## src/rtl/dff_rr_arbiter.sv

```systemverilog
// Round-robin arbiter and write sequencer for one shared W-bit register; optional grant watchdog via DFF_ARB_TIMEOUT_EN.
// Grant 1 cycle after REQ in IDLE, write 1 cycle after WE; one IDLE bubble follows every grant; all outputs registered.
module dff_rr_arbiter #(
  parameter int N        = 4,
  parameter int W        = 8,
  parameter int MAX_HOLD = 16
) (
  input  logic                 CLK,
  input  logic                 RST,
  input  logic [N-1:0]         REQ,
  input  logic [N-1:0]         WE,
  input  logic [N*W-1:0]       D,
  output logic [N-1:0]         GNT,
  output logic [$clog2(N)-1:0] OWNER,
  output logic [W-1:0]         Q,
  output logic [W-1:0]         Qn,
  output logic                 TIMEOUT
);

  localparam int OW = $clog2(N);

  typedef enum logic {
    S_IDLE  = 1'b0,
    S_GRANT = 1'b1
  } state_t;

  state_t         r_state;
  logic [N-1:0]   r_gnt;
  logic [OW-1:0]  r_owner;
  logic [OW-1:0]  r_ptr;
  logic [W-1:0]   r_q;
  logic [W-1:0]   r_qn;

  logic [N-1:0]   w_elig;
  logic           w_found;
  logic [OW-1:0]  w_pick;
  logic [OW:0]    w_sum;
  logic           w_req_own;
  logic           w_we_own;
  logic [W-1:0]   w_d_own;
  logic           w_revoke;
  logic           w_enter;

  // Owner-side views of REQ/WE/D, muxed with constant indices so any N is legal.
  always_comb begin
    w_req_own = 1'b0;
    w_we_own  = 1'b0;
    w_d_own   = '0;
    for (int i = 0; i < N; i++) begin
      if (r_owner == OW'(i)) begin
        w_req_own = REQ[i];
        w_we_own  = WE[i];
        w_d_own   = D[i*W +: W];
      end
    end
  end

  // Search PTR+1, PTR+2, ... wrapping; the last candidate is PTR itself.
  always_comb begin
    w_found = 1'b0;
    w_pick  = '0;
    w_sum   = '0;
    for (int off = 1; off <= N; off++) begin
      w_sum = {1'b0, r_ptr} + (OW+1)'(off);
      if (w_sum >= (OW+1)'(N)) begin
        w_sum = w_sum - (OW+1)'(N);
      end
      if (!w_found && w_elig[w_sum[OW-1:0]]) begin
        w_found = 1'b1;
        w_pick  = w_sum[OW-1:0];
      end
    end
  end

  assign w_enter = (r_state == S_IDLE) && w_found;

`ifdef DFF_ARB_TIMEOUT_EN
  localparam int HW = $clog2(MAX_HOLD + 1);

  logic [HW-1:0] r_hold;
  logic [HW-1:0] w_hold_nxt;
  logic [N-1:0]  r_mask;
  logic          r_timeout;

  assign w_hold_nxt = r_hold + HW'(1);
  // Revoke on the edge that would complete the MAX_HOLD-th granted cycle.
  assign w_revoke   = (r_state == S_GRANT) && w_req_own && (w_hold_nxt == HW'(MAX_HOLD));
  assign w_elig     = REQ & ~r_mask;

  always_ff @(posedge CLK) begin
    if (RST) begin
      r_hold    <= '0;
      r_mask    <= '0;
      r_timeout <= 1'b0;
    end else begin
      r_timeout <= w_revoke;
      r_mask    <= (r_mask & REQ) | (w_revoke ? r_gnt : '0);
      if (w_enter) begin
        r_hold <= '0;
      end else if (r_state == S_GRANT) begin
        r_hold <= w_hold_nxt;
      end
    end
  end

  assign TIMEOUT = r_timeout;
`else
  assign w_revoke = 1'b0;
  assign w_elig   = REQ;
  assign TIMEOUT  = 1'b0;
`endif

  always_ff @(posedge CLK) begin
    if (RST) begin
      r_state <= S_IDLE;
      r_gnt   <= '0;
      r_owner <= '0;
      r_ptr   <= OW'(N - 1);
      r_q     <= '0;
      r_qn    <= '1;
    end else begin
      case (r_state)
        S_IDLE: begin
          if (w_found) begin
            r_state <= S_GRANT;
            r_gnt   <= {{(N-1){1'b0}}, 1'b1} << w_pick;
            r_owner <= w_pick;
            r_ptr   <= w_pick;
          end
        end
        S_GRANT: begin
          if (!w_req_own || w_revoke) begin
            r_state <= S_IDLE;
            r_gnt   <= '0;
            r_owner <= '0;
          end else if (w_we_own) begin
            r_q  <= w_d_own;
            r_qn <= ~w_d_own;
          end
        end
        default: begin
          r_state <= S_IDLE;
          r_gnt   <= '0;
          r_owner <= '0;
        end
      endcase
    end
  end

  assign GNT   = r_gnt;
  assign OWNER = r_owner;
  assign Q     = r_q;
  assign Qn    = r_qn;

endmodule

```

## config.mk

```make
export PLATFORM = sky130hd
export DESIGN_NAME = dff_rr_arbiter
export DESIGN_NICKNAME = d
export VERILOG_FILES = /design/src/rtl/dff_rr_arbiter.sv
export SDC_FILE = /design/constraint.sdc
export NUM_CORES = 1
export LEC_CHECK = 0
export ABC_CLOCK_PERIOD_IN_PS = 1500
export CAP_MARGIN = 10
export CORE_MARGIN = 4
export CORE_UTILIZATION = 36
export DETAILED_ROUTE_END_ITERATION = 7
export GPL_ROUTABILITY_DRIVEN = 0
export MAX_ROUTING_LAYER = met4
export PLACE_DENSITY_LB_ADDON = 0.1
export SYNTH_ARGS = -nofsm -noshare
export SYNTH_HDL_FRONTEND = slang
export SYNTH_SLANG_ARGS = --single-unit
export TNS_END_PERCENT = 5
```

## constraint.sdc

```tcl
create_clock -name CLK -period 1.5 [get_ports CLK]
set_input_delay 0.375 -clock CLK [delete_from_list [all_inputs] [get_ports CLK]]
set_output_delay 0.375 -clock CLK [all_outputs]
set_load 0.005 [all_outputs]
```

# Word level (Yosys, flattened, before mapping)
# Cells that the tools add are included.
# totals
ff_bits	25
latchBits	0
mem_bits_rw	0
romBits	0
in_bits	42
out_inout_bits	23
mem_count	0
# classes
add_sub_neg	8
n_mul	0
n_div	0
magnitude_cmp	8
n_eq_ne	5
shift	1
n_mux	41
n_bitwise	2
reduce_logical	10
# op_table
operator	count
two-way mux 8 bit	4
two-way mux 2 bit	10
two-way mux 1 bit	18
greater-or-equal comparator 3 bit (second input constant)	4
< comparator 2 x 3 -> 1 bit (second input constant)	4
binary-select mux 1 bit (select 2 bit)	4
two-way mux 4 bit	2
inverter 8 bit	1
case mux 4 bit (2 select lines)	1
subtractor 2 x 1 -> 2 bit (second input constant)	4
adder 2 x 2 -> 3 bit (second input constant)	2
== test 2 bit (second input constant)	2
inequality test 2 bit (second input constant)	2
case mux 2 bit (2 select lines)	1
AND reduction 2 bit	2
left shift 1 x 2 -> 4 bit (first input constant)	1
adder 2 x 1 -> 3 bit (second input constant)	1
adder 2 x 3 -> 3 bit (second input constant)	1
logical AND 1 bit	3
logical NOT 1 bit	3
AND reduction 3 bit	1
== test 2 x 1 -> 1 bit (second input constant)	1
logical NOT 2 bit	1
case mux 1 bit (2 select lines)	1
inverter 1 bit	1

# Logic depth before layout (Yosys ltp)
# Gate-level depths: netlist (run 1).
# depth
ltp_word	18
mapped_depth	6
depth_no_buf	4

# Worst setup path after synthesis (run 1)
# No wires, ideal clock.
# synth_timing
kind	flip-flop to flip-flop
from	register r_owner[0] (netlist: OWNER[0])
to	register r_owner[0] (netlist: OWNER[0])
setup_time_ns	0.138
arrival_time_ns	1.391
setup_slack_ns	-0.029
path_stages_with_launch	5
path_buffers	0
synth_period_minus_slack_ns	1.529
cell_sequence	dfxtp_1 -> mux2_2 -> and2_1 -> a211oi_2 -> o32ai_1
# synth_via
elab_chain_len	7
# synth_lines
element	line_no	source
start, declared	29	logic [OW-1:0] r_owner;
start signal, assigned	127	r_owner <= w_pick;
logical NOT 2 bit	50	if (r_owner == OW'(i)) begin
two-way mux 1 bit (3 in a row)	50	
two-way mux 1 bit (*)	50	
inequality test 2 bit (no source line) (*)	n/a	
AND reduction 2 bit (no source line) (*)	n/a	
# Every way passes the cells marked *; elsewhere a longest branch is shown, timed or not.
# A chain may end at the register's enable or synchronous reset.

# Worst setup path in the final report (run 1)
# layout_timing
from	input REQ[3]
to	register r_gnt[0] (netlist: GNT[0])
# layout_via
elab_chain_len	15
# layout_lines
element	line_no	source
start, declared	10	input logic [N-1:0] REQ,
binary-select mux 1 bit (select 2 bit)	68	if (!w_found && w_elig[w_sum[OW-1:0]]) begin
two-way mux 1 bit (not written as such)	68	
two-way mux 1 bit	68	
logical NOT 1 bit	68	
logical AND 1 bit	68	
two-way mux 1 bit	68	
logical NOT 1 bit	68	
logical AND 1 bit	68	
two-way mux 1 bit	68	
logical NOT 1 bit	68	
logical AND 1 bit	68	
two-way mux 2 bit	68	
left shift 1 x 2 -> 4 bit	126	r_gnt <= {{(N-1){1'b0}}, 1'b1} << w_pick;
two-way mux 4 bit	124	if (w_found) begin
case mux 4 bit (2 select lines)	122	case (r_state)
end signal, assigned	126	
end, declared	28	logic [N-1:0] r_gnt;
# Parallel ways exist; a longest one is shown, timed or not. The select of a mux whose other input is x is not followed.

==> results of run 1 <==
==> routing by layer <==
layer | share of wire (%) | vias to the layer above | wire [um]
met5 | 0 | - | 0
met4 | 0.81 | 0 | 28
met3 | 6.9 | 4 | 237
met2 | 49 | 35 | 1690
met1 | 43 | 587 | 1490
li1 | - | 596 | -
==> repair_timing <==
action	4_1_cts	5_1_grt
buffers inserted	1	1
gates cloned	0	0
setup endpoints to repair	35	26
resized for setup	51	22
pin swaps	3	12
==> worst max-delay path by stage <==
stage | start | endpoint | slack [ns]
floorplan | OWNER[0] | Q[4] | 0.05
global placement | REQ[2] | OWNER[0] | -0.41
detailed placement | REQ[2] | OWNER[0] | -0.46
CTS | REQ[1] | GNT[0] | -0.07
global route | OWNER[0] | OWNER[0] | -0.12
finish | REQ[3] | GNT[0] | -0.07
==> sequential cells by signal, summed over array words and instances, names as in the netlist <==
signal   count
Qn           8
r_ptr        2
r_state      1
GNT          4
Q            8
OWNER        2
==> metrics by stage <==
stage | setup TNS [ns] | hold WS (ns)
final | -0.278 | 0.480
after CTS | -0.470 | 0.484
after global placement | -7.90 | 0.463
after detailed placement | -8.62 | 0.463
after floorplan | 0 | 0.466
after global routing | -0.926 | 0.499
==> power breakdown <==
group | leakage, uW | internal (uW) | switching (uW)
logic | 0.000687 | 362 | 220
registers | 0.000208 | 722 | 41.6
clock network | 0.0000150 | 104 | 193
==> cells in the mapped netlist, types with 2 or more instances <==
cell type / count / area (um^2)
dfxtp_1: 25 / 500
a22o_1: 9 / 78.8
a2bb2oi_1: 8 / 70.1
mux4_1: 7 / 184
nand2_1: 5 / 18.8
o32ai_1: 5 / 43.8
inv_1: 4 / 15.0
nor2_1: 4 / 15.0
a21oi_1: 3 / 15.0
buf_6: 3 / 33.8
mux2_2: 3 / 33.8
o21ai_0: 3 / 15.0
and2_1: 2 / 12.5
nand2b_1: 2 / 12.5
nand3_1: 2 / 10.0
==> kinds of logic after synthesis <==
group           after synthesis  synth area share [%]
other cells                   1                 0.293
flops                        25                  39.1
compound gates               36                  23.4
simple gates                 23                  11.2
buf+inv                      11                  5.27
mux                          13                  20.7
==> worst max-delay path, cell delays in order <==
cell and delay (ns):
clkdlybuf4s50_1 0.43, buf_4 0.16, nor2_2 0.14, buf_4 0.12
a311oi_1 0.03, or3_1 0.41, o32ai_1 0.12
==> final cells by class <==
type	instances	area share, %
inverters	5	0.855
repair buffers	85	36.5
flip-flops and latches	25	24.2
multi-input cells	73	34.7
well taps	46	2.62
clock buffers	4	1.20
==> placed cells by master (no fill, tap or decap), types with 2 or more instances in the layout <==
cell,synthesis,routed
nand2b_1,2,2
o32ai_2,0,2
dfxtp_1,25,5
nand2_1,5,5
dfxtp_4,0,2
clkdlybuf4s50_1,0,40
a22o_1,9,9
dlymetal6s2s_1,0,3
and2_4,0,2
mux4_2,1,7
inv_1,4,4
mux2_4,1,3
o21ai_0,3,3
nor2_1,4,3
buf_6,3,7
o32ai_1,5,3
a2bb2oi_1,8,8
clkbuf_4,0,3
dlygate4sd2_1,0,19
a21oi_1,3,3
dfxtp_2,0,18
buf_4,1,15
==> results.py, run 1 <==
metrics = {
    "worst_setup_path": {
        "critPathCaptureType": "flip-flop",
        "rr_startpoint": "OWNER[0]",
        "r2r_setup_slack_ns": -0.04,
        "r2r_end": "OWNER[0]",
        "cp-start-kind": "primary input",
        "path_max_fanout": 4,
        "path_class": "in -> reg",
        "crit_required_ns": 1.73,
        "r2r_cells": 5,
        "critical_path_arrival_ns": 1.80,
    },
    "pwr": {
        "vdd.ir_drop.worst_uv": 363,
        "p_per_area_mw_per_mm2": 748,
        "p_total_uw": 1640,
        "power_leakage_uw": 0.000911,
    },
    "routing": {
        "drt_first_pass_iters": 4,
        "ant_nets": 0,
        "vias_per_cell": 5.13,
        "drc": 0,
        "vias": 1222,
        "wl_um": 3450,
        "wl_per_cell_um": 14.5,
        "initialDrtViolationCount": 24,
    },
    "synthesis": {
        "yosysWarningCount": 0,
        "synth.avg_cell_area_um2": 11.8,
        "yosysSeqAreaShare_pct": 39.1,
        "synth_edf_count": 0,
        "netlist_instances": 109,
        "ys_ff_latch": 25,
        "syn_nets": 151,
        "synth-async-reset-ratio_pct": 0,
        "yosysUniqueCellTypes": 39,
        "synth.cell_area_mm2": 0.00128,
        "synth_flop_cell": "dfxtp_1",
    },
    "cells_and_area": {
        "syn2layout_area_growth_pct": 71.3,
        "fin_cells": 238,
        "multi_input_area_um2": 761,
        "regArea_um2": 531,
        "fin_util_pct": 64.7,
        "antenna-diode-count": 0,
        "design_area_mm2": 0.00219,
        "drive_gt1_share_pct": 38.0,
        "nNetsFinal": 235,
        "fillCellCount": 256,
    },
    "floorplanning": {
        "num_io_pins": 65,
        "core.rowCount": 21,
        "die_width_um": 67.7,
        "die-height_um": 67.7,
        "core_mm2": 0.00339,
        "initial_utilization_pct": 37.8,
        "die_area_mm2": 0.00458,
    },
    "status": {
        "outcome": "complete, but fails checks",
        "violations": "setup timing",
    },
    "cts": {
        "cts.sinks": 25,
        "root_buffer": "clkbuf_4",
        "hold_buffers": 0,
        "htreeDepth": 1,
        "clock_latency_ns": 0.31,
        "cts_buffer_depth": 2,
        "cts_tree": "yes",
        "cts_buffers": 3,
        "clkTransAtPathRegs_ns": 0.14,
    },
    "place": {
        "placed_cell_area_mm2": 0.00207,
        "io_buffers": 63,
        "dp_slack_ns": -0.456,
        "dp_hpwl_um": 2780,
        "post-place-cells": 232,
    },
    "worst_hold_path": {
        "min_path_type": "reg -> reg",
        "min_to": "Q[2]",
        "holdPathStages": 1,
        "hp-start": "Q[2]",
    },
    "sta": {
        "final-max-slew-violation-count": 0,
        "fin_ws_ns": -0.0707,
        "period_minus_slack_ns": 1.57,
        "fmax_mhz": 637,
        "finClkSkew_ns": 0.00890,
        "fin_crit_sh_pct": 105,
        "setup_violations": 9,
        "hold_violations": 0,
        "rsz0062_at_grt": "yes",
    },
    "grt": {
        "antenna_found_initial": 0,
        "grt_pass1_vias": 1131,
        "grt_max_degree": 14,
        "overflow": 0,
        "met2_usage_pct": 25.2,
        "busiest_layer": "met2",
        "grt_usage_pct": 15.3,
        "grt_pass1_wl_um": 5180,
        "use_met3_pct": 3.00,
        "met1_usage_pct": 18.8,
    },
    "run": {
        "maxCapViolations": 0,
    },
}
(Power assumes the default switching activity.)
==> run 2: changes to the inputs <==
--- a/config.mk
+++ b/config.mk
@@ -7,7 +7,7 @@
 export LEC_CHECK = 0
 export ABC_CLOCK_PERIOD_IN_PS = 1500
 export CAP_MARGIN = 10
-export CORE_MARGIN = 4
+export CORE_MARGIN = 2
 export CORE_UTILIZATION = 36
 export DETAILED_ROUTE_END_ITERATION = 7
 export GPL_ROUTABILITY_DRIVEN = 0
==> constraint.sdc (replaced) <==
create_clock -name CLK -period 1.5 [get_ports CLK]
set_input_delay 0.375 -clock CLK [delete_from_list [all_inputs] [get_ports CLK]]
set_output_delay 0.375 -clock CLK [all_outputs]
set_load 0.1 [all_outputs]
==> run 2 against run 1 <==
The flow still finishes with violations (setup timing). Global-route usage increased by 4.0 points. Sequential cell count unchanged. Highest routed layer unchanged. Critical path type is now reg -> reg. Register-to-register slack improved by 0.03 ns. Final cell count decreased by 1.3%. Largest cell class unchanged.
==> results.py, run 2 (synthesis gave the netlist of run 1 again) <==
metrics = {
    "place": {
        "dp_slack_ns": -0.518,
        "post-place-cells": 228,
        "dp_hpwl_um": 2870,
        "io_buffers": 63,
    },
    "worst_setup_path": {
        "path_max_fanout": 7,
        "r2r_end": "Q[0]",
        "worstPathCellList": "buf_4, mux4_1, a22o_1",
        "r2r_cells": 3,
        "critPathMaxStageDelay_ns": 0.60,
        "rr_startpoint": "OWNER[0]",
        "crit_required_ns": 1.72,
        "critical_path_arrival_ns": 1.73,
        "critPathLaunch": "OWNER[0]",
        "critPathCaptureType": "flip-flop",
        "critPathSlowestCell": "mux4_1",
        "r2r_setup_slack_ns": -0.009,
        "path_class": "reg -> reg",
        "cp-start-kind": "flip-flop",
    },
    "cells_and_area": {
        "fin_util_pct": 70.2,
        "nNetsFinal": 232,
        "layout_common_cells": "37 x clkdlybuf4s50_1, 23 x buf_12, 22 x dfxtp_1",
        "drive_gt1_share_pct": 36.5,
        "final_common_cell": "clkdlybuf4s50_1",
        "antenna-diode-count": 0,
        "syn2layout_area_growth_pct": 85.6,
        "fin_cells": 235,
        "fillCellCount": 246,
    },
    "grt": {
        "antenna_found_initial": 0,
        "grt_usage_pct": 19.2,
        "grt_pass1_wl_um": 6040,
        "overflow": 0,
        "grt_pass1_vias": 1260,
        "grt_max_degree": 17,
    },
    "sta": {
        "setup_violations": 1,
        "fin_crit_sh_pct": 101,
        "fin_ws_ns": -0.00885,
        "finClkSkew_ns": 0.00171,
        "final-max-slew-violation-count": 0,
        "rsz0062_at_grt": "yes",
        "fmax_mhz": 663,
        "period_minus_slack_ns": 1.51,
        "hold_violations": 0,
        "hold_ws_ns": 0.523,
    },
    "routing": {
        "wl_per_cell_um": 15.5,
        "ant_nets": 0,
        "vias_per_cell": 5.24,
        "wl_um": 3640,
        "vias": 1231,
        "initialDrtViolationCount": 40,
        "drc": 0,
        "drt_first_pass_iters": 4,
    },
    "cts": {
        "clock_latency_ns": 0.31,
        "cts.sinks": 25,
        "cts_buffer_depth": 2,
        "clkTransAtPathRegs_ns": 0.12,
        "htreeDepth": 1,
        "cts_buffers": 3,
        "cts_tree": "yes",
        "root_buffer": "clkbuf_4",
    },
    "floorplanning": {
        "core.rowCount": 21,
        "num_io_pins": 65,
        "die_area_mm2": 0.00405,
        "core_mm2": 0.00339,
        "die-height_um": 63.7,
        "die_width_um": 63.7,
        "initial_utilization_pct": 37.8,
    },
    "status": {
        "violations": "setup timing",
        "outcome": "complete, but fails checks",
    },
    "run": {
        "maxCapViolations": 0,
    },
    "pwr": {
        "vdd.ir_drop.worst_uv": 673,
        "power_leakage_uw": 0.000940,
        "p_per_area_mw_per_mm2": 868,
    },
    "worst_hold_path": {
        "min_to": "GNT[3]",
        "holdPathStages": 2,
        "hp-start": "GNT[3]",
        "min_path_type": "reg -> reg",
    },
}
run 2: cell count changes in the layout (fill, tap and decap cells not counted), sizes merged:
cell	before	now
clkdlybuf4s50	40	37
dlygate4sd2	19	4
dlymetal6s2s	3	0
buf	22	41
clkbuf	5	4
run 2: where the power goes:
group / internal [uW] / switching, uW / total, uW / leakage, uW
sequential: 718 / 65.3 / 783 / 0.000205
clock: 104 / 185 / 289 / 0.0000150
combinational: 464 / 528 / 993 / 0.000720
run 2: timing repair:
| item | CTS | global route |
|---|---|---|
| setup buffers | 2 | 1 |
| resized for setup | 12 | 7 |
| endpoints found under the setup margin | 14 | 16 |
| hold buffers | 0 | 0 |
| pin swaps | 3 | 1 |
run 2: per-stage QoR:
stage | instance area, um^2 | power (uW) | TNS, ns
after global routing | 2380 | 2160 | -0.356
after CTS | 2350 | 2060 | -0.260
after detailed placement | 2290 | 1740 | -9.25
after floorplan | 1300 | 1350 | -2.11
after global placement | 2290 | 1720 | -7.99
final | 2380 | 2060 | -0.00885
run 2: worst max-delay path by stage:
stage / to / slack, ns / depth (start not counted)
finish: Q[0] / -0.009 / 3
detailed placement: OWNER[0] / -0.52 / 5
global placement: GNT[0] / -0.44 / 7
global route: Q[0] / -0.06 / 3
CTS: GNT[2] / -0.06 / 4
floorplan: Q[4] / -0.12 / 6
run 2: area by class of cell:
cell class	instances	area (um^2)	area share (%)
inverters	5	18.8	0.789
well taps	46	57.6	2.42
repair buffers	82	1010	42.4
flip-flops and latches	25	509	21.4
clock buffers	4	26.3	1.10
multi-input cells	73	758	31.9
run 2: metal layers:
metal | global-route usage, % | vias up | share of wire [%] | wire length, um
met5 | - | - | 0 | 0
met1 | 21.5 | 605 | 39 | 1410
met3 | 4.29 | 2 | 4.8 | 174
met2 | 35.3 | 31 | 56 | 2030
li1 | - | 593 | - | -
met4 | 3.26 | 0 | 0.52 | 19
run 2: critical path: cells and delay by family (launching register included):
family          cells  cell delay [ns]
mux                 1             0.60
flops               1             0.42
compound gates      1             0.20
buf+inv             1             0.19
